File: src/rtl/dm_bridge_pkg.sv
// Shared types for the data-memory bus bridge: FSM state encoding and default sizing.
package dm_bridge_pkg;

   typedef enum logic [1:0] {
      IDLE = 2'd0,
      REQ  = 2'd1,
      RESP = 2'd2,
      DONE = 2'd3
   } state_t;

   localparam int DEFAULT_XLEN    = 32;
   localparam int DEFAULT_TIMEOUT = 64;

endpackage

File: src/rtl/dm_watchdog.sv
// Clearable saturating cycle counter; flags expiry on the TIMEOUT-th enabled cycle after a clear.
module dm_watchdog #(
   parameter int TIMEOUT = 64
) (
   input  logic clk,
   input  logic rst_n,
   input  logic clr,
   input  logic en,
   output logic expired
);

   localparam int W = $clog2(TIMEOUT);
   localparam logic [W-1:0] LAST = W'(TIMEOUT - 1);

   logic [W-1:0] count;

   always_ff @(posedge clk or negedge rst_n) begin
      if (!rst_n) begin
         count <= '0;
      end else if (clr) begin
         count <= '0;
      end else if (en && (count != LAST)) begin
         count <= count + 1'b1;
      end
   end

   assign expired = en && (count == LAST);

endmodule

File: src/rtl/dm_bus_bridge.sv
// Turns the LSU's single-cycle data-memory access into a registered req/gnt/rvalid
// transaction, stalling the pipeline until it completes or the watchdog aborts it.
module dm_bus_bridge
   import dm_bridge_pkg::*;
#(
   parameter int XLEN    = DEFAULT_XLEN,
   parameter int TIMEOUT = DEFAULT_TIMEOUT
) (
   input  logic            i_clk,
   input  logic            i_rst_n,
   input  logic [XLEN-1:0] i_lsu_dm_addr,
   input  logic            i_lsu_dm_wvalid,
   input  logic [XLEN-1:0] i_lsu_dm_wdata,
   input  logic            i_lsu_dm_rvalid,
   output logic [XLEN-1:0] o_lsu_dm_rdata,
   output logic            o_stall,
   output logic            o_err,
   output logic            o_mem_req,
   output logic            o_mem_we,
   output logic [XLEN-1:0] o_mem_addr,
   output logic [XLEN-1:0] o_mem_wdata,
   input  logic            i_mem_gnt,
   input  logic            i_mem_rvalid,
   input  logic [XLEN-1:0] i_mem_rdata,
   output state_t          o_dbg_state
);

   // Memory handshake: a request is accepted on any cycle where o_mem_req and
   // i_mem_gnt are both high; a write completes at acceptance, a read completes
   // on the first i_mem_rvalid seen after acceptance. Addr/wdata/we stay constant
   // from the first o_mem_req cycle until acceptance, and i_mem_rvalid is only
   // sampled while a read is waiting for its data.

   state_t          state;
   logic            lsu_req;
   logic            wd_clr;
   logic            wd_en;
   logic            wd_expired;
   logic [XLEN-1:0] rdata_q;

   assign lsu_req = i_lsu_dm_wvalid | i_lsu_dm_rvalid;
   assign wd_clr  = (state == IDLE) && lsu_req;
   assign wd_en   = (state == REQ) || (state == RESP);
   assign o_stall = wd_clr | wd_en;

   assign o_lsu_dm_rdata = rdata_q;
   assign o_dbg_state    = state;

   dm_watchdog #(
      .TIMEOUT (TIMEOUT)
   ) u_watchdog (
      .clk     (i_clk),
      .rst_n   (i_rst_n),
      .clr     (wd_clr),
      .en      (wd_en),
      .expired (wd_expired)
   );

   always_ff @(posedge i_clk or negedge i_rst_n) begin
      if (!i_rst_n) begin
         state       <= IDLE;
         o_err       <= 1'b0;
         o_mem_req   <= 1'b0;
         o_mem_we    <= 1'b0;
         o_mem_addr  <= '0;
         o_mem_wdata <= '0;
         rdata_q     <= '0;
      end else begin
         o_err <= 1'b0;
         case (state)
            IDLE: begin
               if (lsu_req) begin
                  o_mem_addr  <= i_lsu_dm_addr;
                  o_mem_wdata <= i_lsu_dm_wdata;
                  o_mem_we    <= i_lsu_dm_wvalid;
                  o_mem_req   <= 1'b1;
                  o_err       <= i_lsu_dm_wvalid & i_lsu_dm_rvalid;
                  state       <= REQ;
               end
            end
            REQ: begin
               // A grant in the expiry cycle still completes the access.
               if (i_mem_gnt) begin
                  o_mem_req <= 1'b0;
                  state     <= o_mem_we ? DONE : RESP;
               end else if (wd_expired) begin
                  o_mem_req <= 1'b0;
                  o_err     <= 1'b1;
                  rdata_q   <= '0;
                  state     <= DONE;
               end
            end
            RESP: begin
               if (i_mem_rvalid) begin
                  rdata_q <= i_mem_rdata;
                  state   <= DONE;
               end else if (wd_expired) begin
                  o_err   <= 1'b1;
                  rdata_q <= '0;
                  state   <= DONE;
               end
            end
            DONE: begin
               state <= IDLE;
            end
            default: begin
               state <= IDLE;
            end
         endcase
      end
   end

endmodule
File: config.mk
export PLATFORM = sky130hd
export DESIGN_NAME = dm_bus_bridge
export DESIGN_NICKNAME = d
export VERILOG_FILES = /design/src/rtl/dm_bridge_pkg.sv /design/src/rtl/dm_watchdog.sv /design/src/rtl/dm_bus_bridge.sv
export SDC_FILE = /design/constraint.sdc
export NUM_CORES = 1
export LEC_CHECK = 0
export ABC_CLOCK_PERIOD_IN_PS = 2500
export CAP_MARGIN = 20
export CORE_UTILIZATION = 46
export CTS_BUF_LIST = sky130_fd_sc_hd__clkbuf_4 sky130_fd_sc_hd__clkbuf_8
export CTS_CLUSTER_DIAMETER = 150
export DETAILED_ROUTE_END_ITERATION = 8
export PLACE_DENSITY_LB_ADDON = 0.3
export SYNTH_ARGS = -nofsm -noshare
export SYNTH_HDL_FRONTEND = slang
export SYNTH_SLANG_ARGS = --single-unit
File: constraint.sdc
create_clock -name i_clk -period 2.5 [get_ports i_clk]
set_input_delay 0.375 -clock i_clk [delete_from_list [all_inputs] [get_ports i_clk]]
set_output_delay 0.375 -clock i_clk [all_outputs]
set_load 0.01 [all_outputs]
==> reports/metrics.cfg, run 1 <==
[setup_path]
required_ps = 2120
crit_path_max_incr_delay_ps = 410
cp-end-kind = primary output
arrival_ps = 1610
crit_path_start_kind = register
worstPathCellList = inv_1 > ha_1 > nand2b_1 > dlymetal6s2s_1
worstPathMaxFanout = 6
worst-setup-path-type = register to primary output
slowest_stage = dfrtp_1

[power]
combinationalPowerShare_pct = 48.7
p_int_mw = 4.889
power_per_cell_area_nw_per_um2 = 1164
leakagePower_nw = 3.155
p_sw_share_pct = 37.09
power_mw = 7.773
seqPwrFrac_pct = 38.3
clkPwrFrac_pct = 12.9
p_sw_mw = 2.883
ir_worst_vdd_v = 0.0005431

[drt]
drtIter0Drc = 125
dr.pass1.iters = 4
drc = 0
wire_per_inst_microns = 14.46
via_count = 3963
vias_per_cell = 4.979
drtAntennaViolNets = 0
finalWirelength_microns = 11510

[sta]
timing_hold_violations_final = 0
rsz0062_at_grt = false
period_share_pct = 79.40
tightest_slew_ps = 700.1
max_freq_mhz = 503.8
finalSetupViolations = 0
finalCriticalPeriod_ps = 1985
maxSlewViolCount = 0
clock_skew_ps = 19.68
final.setup.tns_ps = 0
slew_headroom_pct = 53.33

[cts]
cts_root_buf = clkbuf_8
h-tree-depth = 3
holdBufCountCts = 0
clock_latency_ps = 360
cts_inserted_buffers = 9
cts_buffer_depth = 2
clock-sinks = 107
postCtsSetupRepairBufs = 0
cts_tree = built
cts_resized = 0
clk_pin_slew_ps = 110

[logic_synthesis]
synth_flop_cell = dfrtp_1
ys_ff_latch = 107
synth_edf_count = 0
yosysWarnings = 0
ys_async_sr_fraction_pct = 100.0
yosysSeqAreaShare_pct = 61.78
postSynthAreaPerCell_sq_um = 8.992
synthCells = 482
synthesis.area_sq_um = 4334
synth_cell_types = 28
syn_nets = 590

[cells_and_area]
final_layout_size_suffix_gt1_share_pct = 4.380
final_nets = 788
insertedDiodeCount = 0
areaGrowthSynthToFinish_pct = 54.13
fillCellCount = 671
multiInputGateArea_sq_um = 1531
final_util_pct = 72.64
final_area_sq_um = 6680
layout_commonest_cell = nand2_1
mostFrequentLayoutCells = 264 x nand2_1, 201 x clkdlybuf4s50_1, 107 x dfrtp_1
layout.area.seq_sq_um = 2678
final_cells = 796

[die]
fp-row-count = 35
die_h_microns = 99.07
core_area_sq_um = 9196
ios = 204
die_area_sq_um = 9814
fp.dieW_microns = 99.07
initial_utilization_pct = 47.13

[place]
place.gp.congestion = 0.7735
postPlaceCellArea_sq_um = 6465
hpwlAfterDp_microns = 8135
io_buffers = 203
dp.cells = 779

[global_routing]
grt_overflow = 0
grt_max_degree = 69
antenna_found_initial = 0
first_global_vias = 3899
grt_pass1_wl_microns = 18350
track_usage_pct = 23.79

[outcome]
outcome = finished, final reports clean

[min_path]
hp-class = input port to async pin

[job]
maxCapViolations = 0

## cells in the mapped netlist (3+ instances only)
| cell type | number | area, sq um |
|---|---|---|
| inv_1 | 4 | 15.01 |
| nor2_1 | 5 | 18.77 |
| buf_2 | 10 | 50.05 |
| o21ai_0 | 32 | 160.2 |
| dfrtp_1 | 107 | 2678 |
| o21ai_1 | 6 | 30.03 |
| nor2b_1 | 4 | 25.02 |
| clkbuf_1 | 12 | 45.04 |
| nand3_1 | 5 | 25.02 |
| a21oi_1 | 6 | 30.03 |
| ha_1 | 6 | 75.07 |
| buf_6 | 3 | 33.78 |
| nand2_1 | 264 | 991.0 |
## through the flow
step	hold slack (ps)	setup WS [ps]
detailed placement	425.7	271.7
global placement	415.3	373.7
finish	2.070	515.0
floorplan	79.41	729.1
global route	34.13	357.9
CTS	9.931	131.1
## state kept, by name, indices dropped and copies added, names as in the netlist
name	cells
o_mem_we	1
o_mem_wdata	32
o_mem_addr	32
o_mem_req	1
o_err	1
o_lsu_dm_rdata	32
o_dbg_state	2
u_watchdog.count	6
## power by group through the flow
stage	sequential [mW]	combinational [mW]	clock, mW
final	2.98	3.79	1.01
after global routing	3.08	4.16	1.11
after CTS	2.98	3.82	1.04
after detailed placement	3.01	3.81	0
after global placement	2.96	3.69	0
after floorplan	3.34	1.28	0
## final timing paths
check / start / to / slack (ps) / cells after the start
setup / recovery: o_dbg_state[0] / o_stall / 520 / 4
hold / removal: i_rst_n / o_mem_addr[3] / 2 / 1
setup reg to reg: o_dbg_state[0] / o_lsu_dm_rdata[6] / 580 / 6
hold reg to reg: o_mem_addr[29] / o_mem_addr[29] / 480 / 2
max in group asynchronous: i_rst_n / o_mem_addr[10] / 1730 / 2
min in group i_clk: o_mem_addr[29] / o_mem_addr[29] / 480 / 2
## worst max-delay path: cells and delay by family (launching register included)
kind | cells | cell delay, ps
buffers and inverters | 2 | 300
flip-flops | 1 | 410
adder cells (fa/ha/maj) | 1 | 380
AND/OR/NAND/NOR | 1 | 160
## layout make-up
cell class	count	share of cell area (%)
Sequential cell	107	40.08
Timing Repair Buffer	212	31.92
Multi-Input combinational cell	346	22.93
Tap cell	111	2.079
Clock buffer	9	1.854
Clock inverter	7	0.9178
Inverter	4	0.2248
## layer usage
layer / vias to the layer above / wire (microns) / global-route usage, %
li1: 1903 / - / -
met1: 1879 / 4855 / 29.19
met2: 155 / 5474 / 38.89
met3: 26 / 862 / 7.872
met4: 0 / 320 / 9.729
met5: - / 0 / 0
## cell families (layout without fill, tap and decap cells)
| group | Yosys count | in the layout | synth area share [%] |
|---|---|---|---|
| adders and majority gates | 6 | 6 | 1.732 |
| and+or+nand+nor | 287 | 287 | 26.39 |
| AOI/OAI and AO/OA | 51 | 51 | 6.351 |
| DFF | 107 | 107 | 61.78 |
| xor gates and xnor gates | 1 | 1 | 0.2021 |
| muxes | 1 | 1 | 0.2310 |
| buffers and inverters | 29 | 232 | 3.320 |
Power figures use the tool's default switching activity.
==> inputs of run 2 (changes only) <==
ABC_CLOCK_PERIOD_IN_PS = 1900   (was 2500)
CORE_UTILIZATION = 42   (was 46)
clock period = 1.9 ns   (was 2.5 ns; I/O delays follow)
==> run 2 against run 1 <==
Against the previous run: non-clock buffer count grew 12; die area rose by 9.3%; critical path type is now register to register; register-to-register slack worse by 480 ps; via count up 1.6%; routed wire length up 1.2%; hold slack improved by 410 ps; first-iteration DRC count is 4.0% higher; critical path depth up 2; sequential cell count unchanged; clock power increased by 58%; global-route usage down 1.4 points; sequential share of layout area is 1.1 points lower.
==> reports/metrics.cfg, run 2 (synthesis gave the netlist of run 1 again) <==
[cells_and_area]
layout.area.seq_sq_um = 2678  ; unchanged
insertedDiodeCount = 0  ; unchanged
fillCellCount = 788  ; +17%
final_cells = 830  ; +4.3%
layout_commonest_cell = nand2_1
areaGrowthSynthToFinish_pct = 58.63
final_nets = 800  ; +1.5%
mostFrequentLayoutCells = 264 x nand2_1, 201 x clkdlybuf4s50_1, 107 x dfrtp_1
multiInputGateArea_sq_um = 1534  ; +0.16%
final_area_sq_um = 6875  ; +2.9%
final_layout_size_suffix_gt1_share_pct = 6.456  ; +2.1 points
final_util_pct = 69.38  ; -3.3 points

[sta]
holdWs_ps = 415.2  ; +413.1 ps
finalSetupViolations = 0  ; unchanged
max_freq_mhz = 555.8
setup_slack_ps = 100.8  ; -414.2 ps
final.setup.tns_ps = 0  ; unchanged
rsz0062_at_grt = false
slew_headroom_pct = 65.32  ; +12 points
finalCriticalPeriod_ps = 1799
timing_hold_violations_final = 0  ; unchanged
period_share_pct = 94.69
tightest_slew_ps = 520.2  ; -179.9 ps
maxSlewViolCount = 0  ; unchanged
clock_skew_ps = 10.57  ; -9.111 ps

[drt]
wire_per_inst_microns = 14.04  ; -2.9%
drtIter0Drc = 130  ; +4.0%
drtAntennaViolNets = 0  ; unchanged
vias_per_cell = 4.852  ; -2.5%
dr.pass1.iters = 4  ; unchanged
finalWirelength_microns = 11650  ; +1.2%
via_count = 4027  ; +1.6%
drc = 0  ; unchanged

[setup_path]
rr_endpoint = o_dbg_state[0]
rr_worst_depth = 6  ; unchanged
arrival_ps = 2050  ; +440 ps
required_ps = 2150  ; +30 ps
reg2reg_slack_ps = 100  ; -480 ps
worst-setup-path-type = register to register
crit_path_start_kind = register
cp-end-kind = register
worstPathMaxFanout = 7  ; +1
reg2reg_from = o_dbg_state[1]

[power]
power_mw = 10.70  ; +38%
ir_worst_vdd_v = 0.0007952  ; +46%
power_per_cell_area_nw_per_um2 = 1556  ; +34%
leakagePower_nw = 3.229  ; +2.4%

[cts]
clk_pin_slew_ps = 100  ; about the same
cts_root_buf = clkbuf_8
clock-sinks = 107  ; unchanged
cts_tree = built
cts_inserted_buffers = 9  ; unchanged
clock_latency_ps = 370  ; about the same
cts_buffer_depth = 2  ; unchanged
h-tree-depth = 3  ; unchanged

[global_routing]
track_usage_pct = 22.34  ; -1.4 points
grt_pass1_wl_microns = 19330  ; +5.4%
antenna_found_initial = 0  ; unchanged
first_global_vias = 3977  ; +2.0%
grt_max_degree = 54  ; -22%
grt_overflow = 0  ; unchanged

[outcome]
outcome = finished, final reports clean

[place]
hpwlAfterDp_microns = 8506  ; +4.6%
dp.cells = 813  ; +4.4%
io_buffers = 203  ; unchanged
postPlaceCellArea_sq_um = 6633  ; +2.6%
dpl_worst_slack_ps = 35.19  ; -236.5 ps
place.gp.congestion = 0.8163  ; +5.5%

[die]
core_area_sq_um = 9910  ; +7.8%
ios = 204  ; unchanged
fp.dieW_microns = 103.6  ; +4.6%
die_h_microns = 103.6  ; +4.6%
die_area_sq_um = 10730  ; +9.3%
initial_utilization_pct = 43.74  ; -3.4 points
fp-row-count = 36  ; +2.9%

[min_path]
hp-class = input port to async pin

[job]
maxCapViolations = 0  ; unchanged

==> run 2: power by group <==
part / total (mW) / switching, mW / internal, mW / leakage, nW
sequential: 3.90 / 0.572 / 3.32 / 1.33
clock: 1.60 / 0.785 / 0.820 / 0.112
combinational: 5.20 / 2.43 / 2.77 / 1.79
total: 10.7 / 3.79 / 6.91 / 3.23
==> run 2: cell type report <==
cell class | instances | area share [%]
repair buffers | 224 | 32.68
multi-input cells | 346 | 22.31
inverters | 4 | 0.2184
clock inverters | 5 | 1.219
clock buffers | 11 | 2.202
well taps | 133 | 2.420
flip-flops and latches | 107 | 38.94
==> run 2: how the worst max path moves through the flow <==
stage / cells past startpoint / startpoint / to
after global placement: 4 / i_lsu_dm_rvalid / o_stall
final: 6 / o_dbg_state[1] / o_dbg_state[0]
after CTS: 4 / o_dbg_state[0] / o_stall
after detailed placement: 4 / i_lsu_dm_rvalid / o_stall
after floorplan: 6 / o_dbg_state[0] / o_lsu_dm_rdata[1]
after global routing: 6 / o_dbg_state[0] / o_lsu_dm_rdata[27]
==> run 2: worst max-delay path, stage by stage (launching register included) <==
cell,delay (ps)
dfrtp_1,400
buf_4,150
ha_1,250
a21oi_1,170
nand2_1,100
or4b_1,480
a21boi_0,140
==> run 2: routing by layer <==
layer  track usage (%)  wire (microns)  up-vias
met5                 0               0        -
met4             9.938             277        0
met3             5.475             944       18
met2             35.95            5570      170
met1             28.65            4861     1916
li1                  -               -     1923
==> run 2: timing repair <==
item | CTS | global route
hold buffers | 1 | 0
pin swaps | 0 | 0
endpoints found under the setup margin | 1 | 1
setup buffers | 0 | 0
gates cloned | 0 | 0
resized for setup | 5 | 1
hold endpoints to repair | 35 | 0
==> inputs of run 3 (changes only) <==
CORE_MARGIN = 8   (was default)
GPL_TIMING_DRIVEN = 0   (was default)
==> run 3 against run 2 <==
Against the previous run: total power shrank 2.0%; critical path depth is the same; worst setup slack gained 12 ps; critical endpoint unchanged; non-clock buffer count grew 13; clock skew grew 3.3 ps.
==> reports/metrics.cfg, run 3 (synthesis gave the netlist of run 1 again) <==
[global_routing]
grt_pass1_wl_microns = 21050  ; +8.9%
antenna_found_initial = 0  ; unchanged
first_global_vias = 4155  ; +4.5%
track_usage_pct = 18.55  ; -3.8 points
grt_max_degree = 74  ; +37%
grt_overflow = 0  ; unchanged

[place]
postPlaceCellArea_sq_um = 6561  ; -1.1%
place.gp.congestion = 0.7625  ; -6.6%
dpl_worst_slack_ps = -455.7  ; -490.9 ps
hpwlAfterDp_microns = 9724  ; +14%
io_buffers = 203  ; unchanged

[sta]
tightest_slew_ps = 499.5  ; -20.72 ps
finalCriticalPeriod_ps = 1788  ; -11.57 ps
timing_hold_violations_final = 0  ; unchanged
rsz0062_at_grt = false
clock_skew_ps = 13.86  ; +3.290 ps
final.setup.tns_ps = 0  ; unchanged
maxSlewViolCount = 0  ; unchanged
max_freq_mhz = 559.4  ; +0.65%
period_share_pct = 94.08  ; -0.61 points
setup_slack_ps = 112.4  ; +11.57 ps
finalSetupViolations = 0  ; unchanged
slew_headroom_pct = 66.70  ; +1.4 points

[setup_path]
required_ps = 2130  ; -20 ps
crit_path_max_incr_delay_ps = 490  ; about the same
arrival_ps = 2020  ; -30 ps
worstPathMaxFanout = 7  ; unchanged
worst-setup-path-type = register to register
cp-end-kind = register
worstPathCellList = buf_4 > ha_1 > a21oi_2 > nand2_1 > or4b_1 > a21boi_0
cp_top_family = simple AND/OR/NAND/NOR gates
crit_path_start_kind = register
path_buf_inv = 1  ; unchanged
slowest_stage = or4b_1

[cells_and_area]
mostFrequentLayoutCells = 264 x nand2_1, 201 x clkdlybuf4s50_1, 107 x dfrtp_1
areaGrowthSynthToFinish_pct = 57.88
final_area_sq_um = 6843  ; -0.47%
final_layout_size_suffix_gt1_share_pct = 6.620  ; +0.16 points
final_util_pct = 67.19  ; -2.2 points
layout_commonest_cell = nand2_1
final_nets = 813  ; +1.6%
insertedDiodeCount = 0  ; unchanged

[cts]
clock_latency_ps = 360  ; about the same
cts_tree = built
clk_pin_slew_ps = 110  ; about the same
cts_buffer_depth = 2  ; unchanged
cts_inserted_buffers = 9  ; unchanged
clock-sinks = 107  ; unchanged
h-tree-depth = 3  ; unchanged
cts_root_buf = clkbuf_8

[drt]
dr.pass1.iters = 4  ; unchanged
finalWirelength_microns = 12850  ; +10%
vias_per_cell = 4.712  ; -2.9%
wire_per_inst_microns = 15.19  ; +8.2%
drtAntennaViolNets = 0  ; unchanged
drc = 0  ; unchanged
drtIter0Drc = 274  ; +110%
via_count = 3986  ; -1.0%

[job]
maxCapViolations = 0  ; unchanged

[die]
die_h_microns = 117.6  ; +14%
core_area_sq_um = 10180  ; +2.8%
fp.dieW_microns = 117.6  ; +14%
die_area_sq_um = 13830  ; +29%
initial_utilization_pct = 42.56  ; -1.2 points
ios = 204  ; unchanged
fp-row-count = 37  ; +2.8%

[outcome]
outcome = finished, final reports clean

[power]
power_per_cell_area_nw_per_um2 = 1532  ; -1.5%
ir_worst_vdd_v = 0.0007493  ; -5.8%
leakagePower_nw = 3.214  ; -0.48%

[min_path]
hp-class = input port to async pin

==> run 3: repair_timing <==
action | in CTS | in global routing
setup endpoints to repair | 36 | 9
resized for setup | 11 | 6
cloned | 0 | 0
hold buffers | 1 | 0
buffers inserted | 4 | 3
endpoints found under the hold margin | 34 | 0
pin swaps | 1 | 2
==> run 3: per-stage QoR <==
stage,cells,hold WS (ps),power (mW)
final,846,412.6,10.48
after global routing,846,425.8,11.27
after CTS,843,413.2,10.57
after detailed placement,822,274.3,9.093
after global placement,821,457.2,8.890
after floorplan,482,-10.59,6.074
==> run 3: final cells by class <==
type	count	area [sq um]
inverters	4	15.01
clock inverters	5	45.04
flip-flops and latches	107	2678
multi-input cells	346	1540
clock buffers	11	138.9
fillers	803	3342
repair buffers	212	2115
plain buffers	25	141.4
well taps	136	170.2
==> run 3: where the power goes <==
group          internal, mW  switching (mW)  total (mW)
combinational          2.74            2.53        5.28
sequential             3.32           0.568        3.89
clock                 0.527           0.788        1.31
total                  6.59            3.89        10.5
==> run 3: path summary, 6_finish.rpt <==
path,from,endpoint,slack [ps],depth (start not counted)
worst max-delay path,o_dbg_state[1],o_dbg_state[0],110,6
worst min-delay path,i_rst_n,o_mem_wdata[25],410,2
worst max register to register,o_dbg_state[1],o_dbg_state[0],110,6
worst min register to register,o_mem_wdata[20],o_mem_wdata[20],480,2
max in group asynchronous,i_rst_n,o_mem_wdata[10],770,3
min in group i_clk,i_lsu_dm_addr[4],o_mem_addr[4],440,3
==> run 3: metal layers <==
layer	share of wire, %	GRT usage [%]	vias to the layer above
li1	-	-	1956
met1	43	22.10	1870
met2	48	30.62	145
met3	7.9	6.811	15
met4	1.8	5.685	0
met5	0	0	-
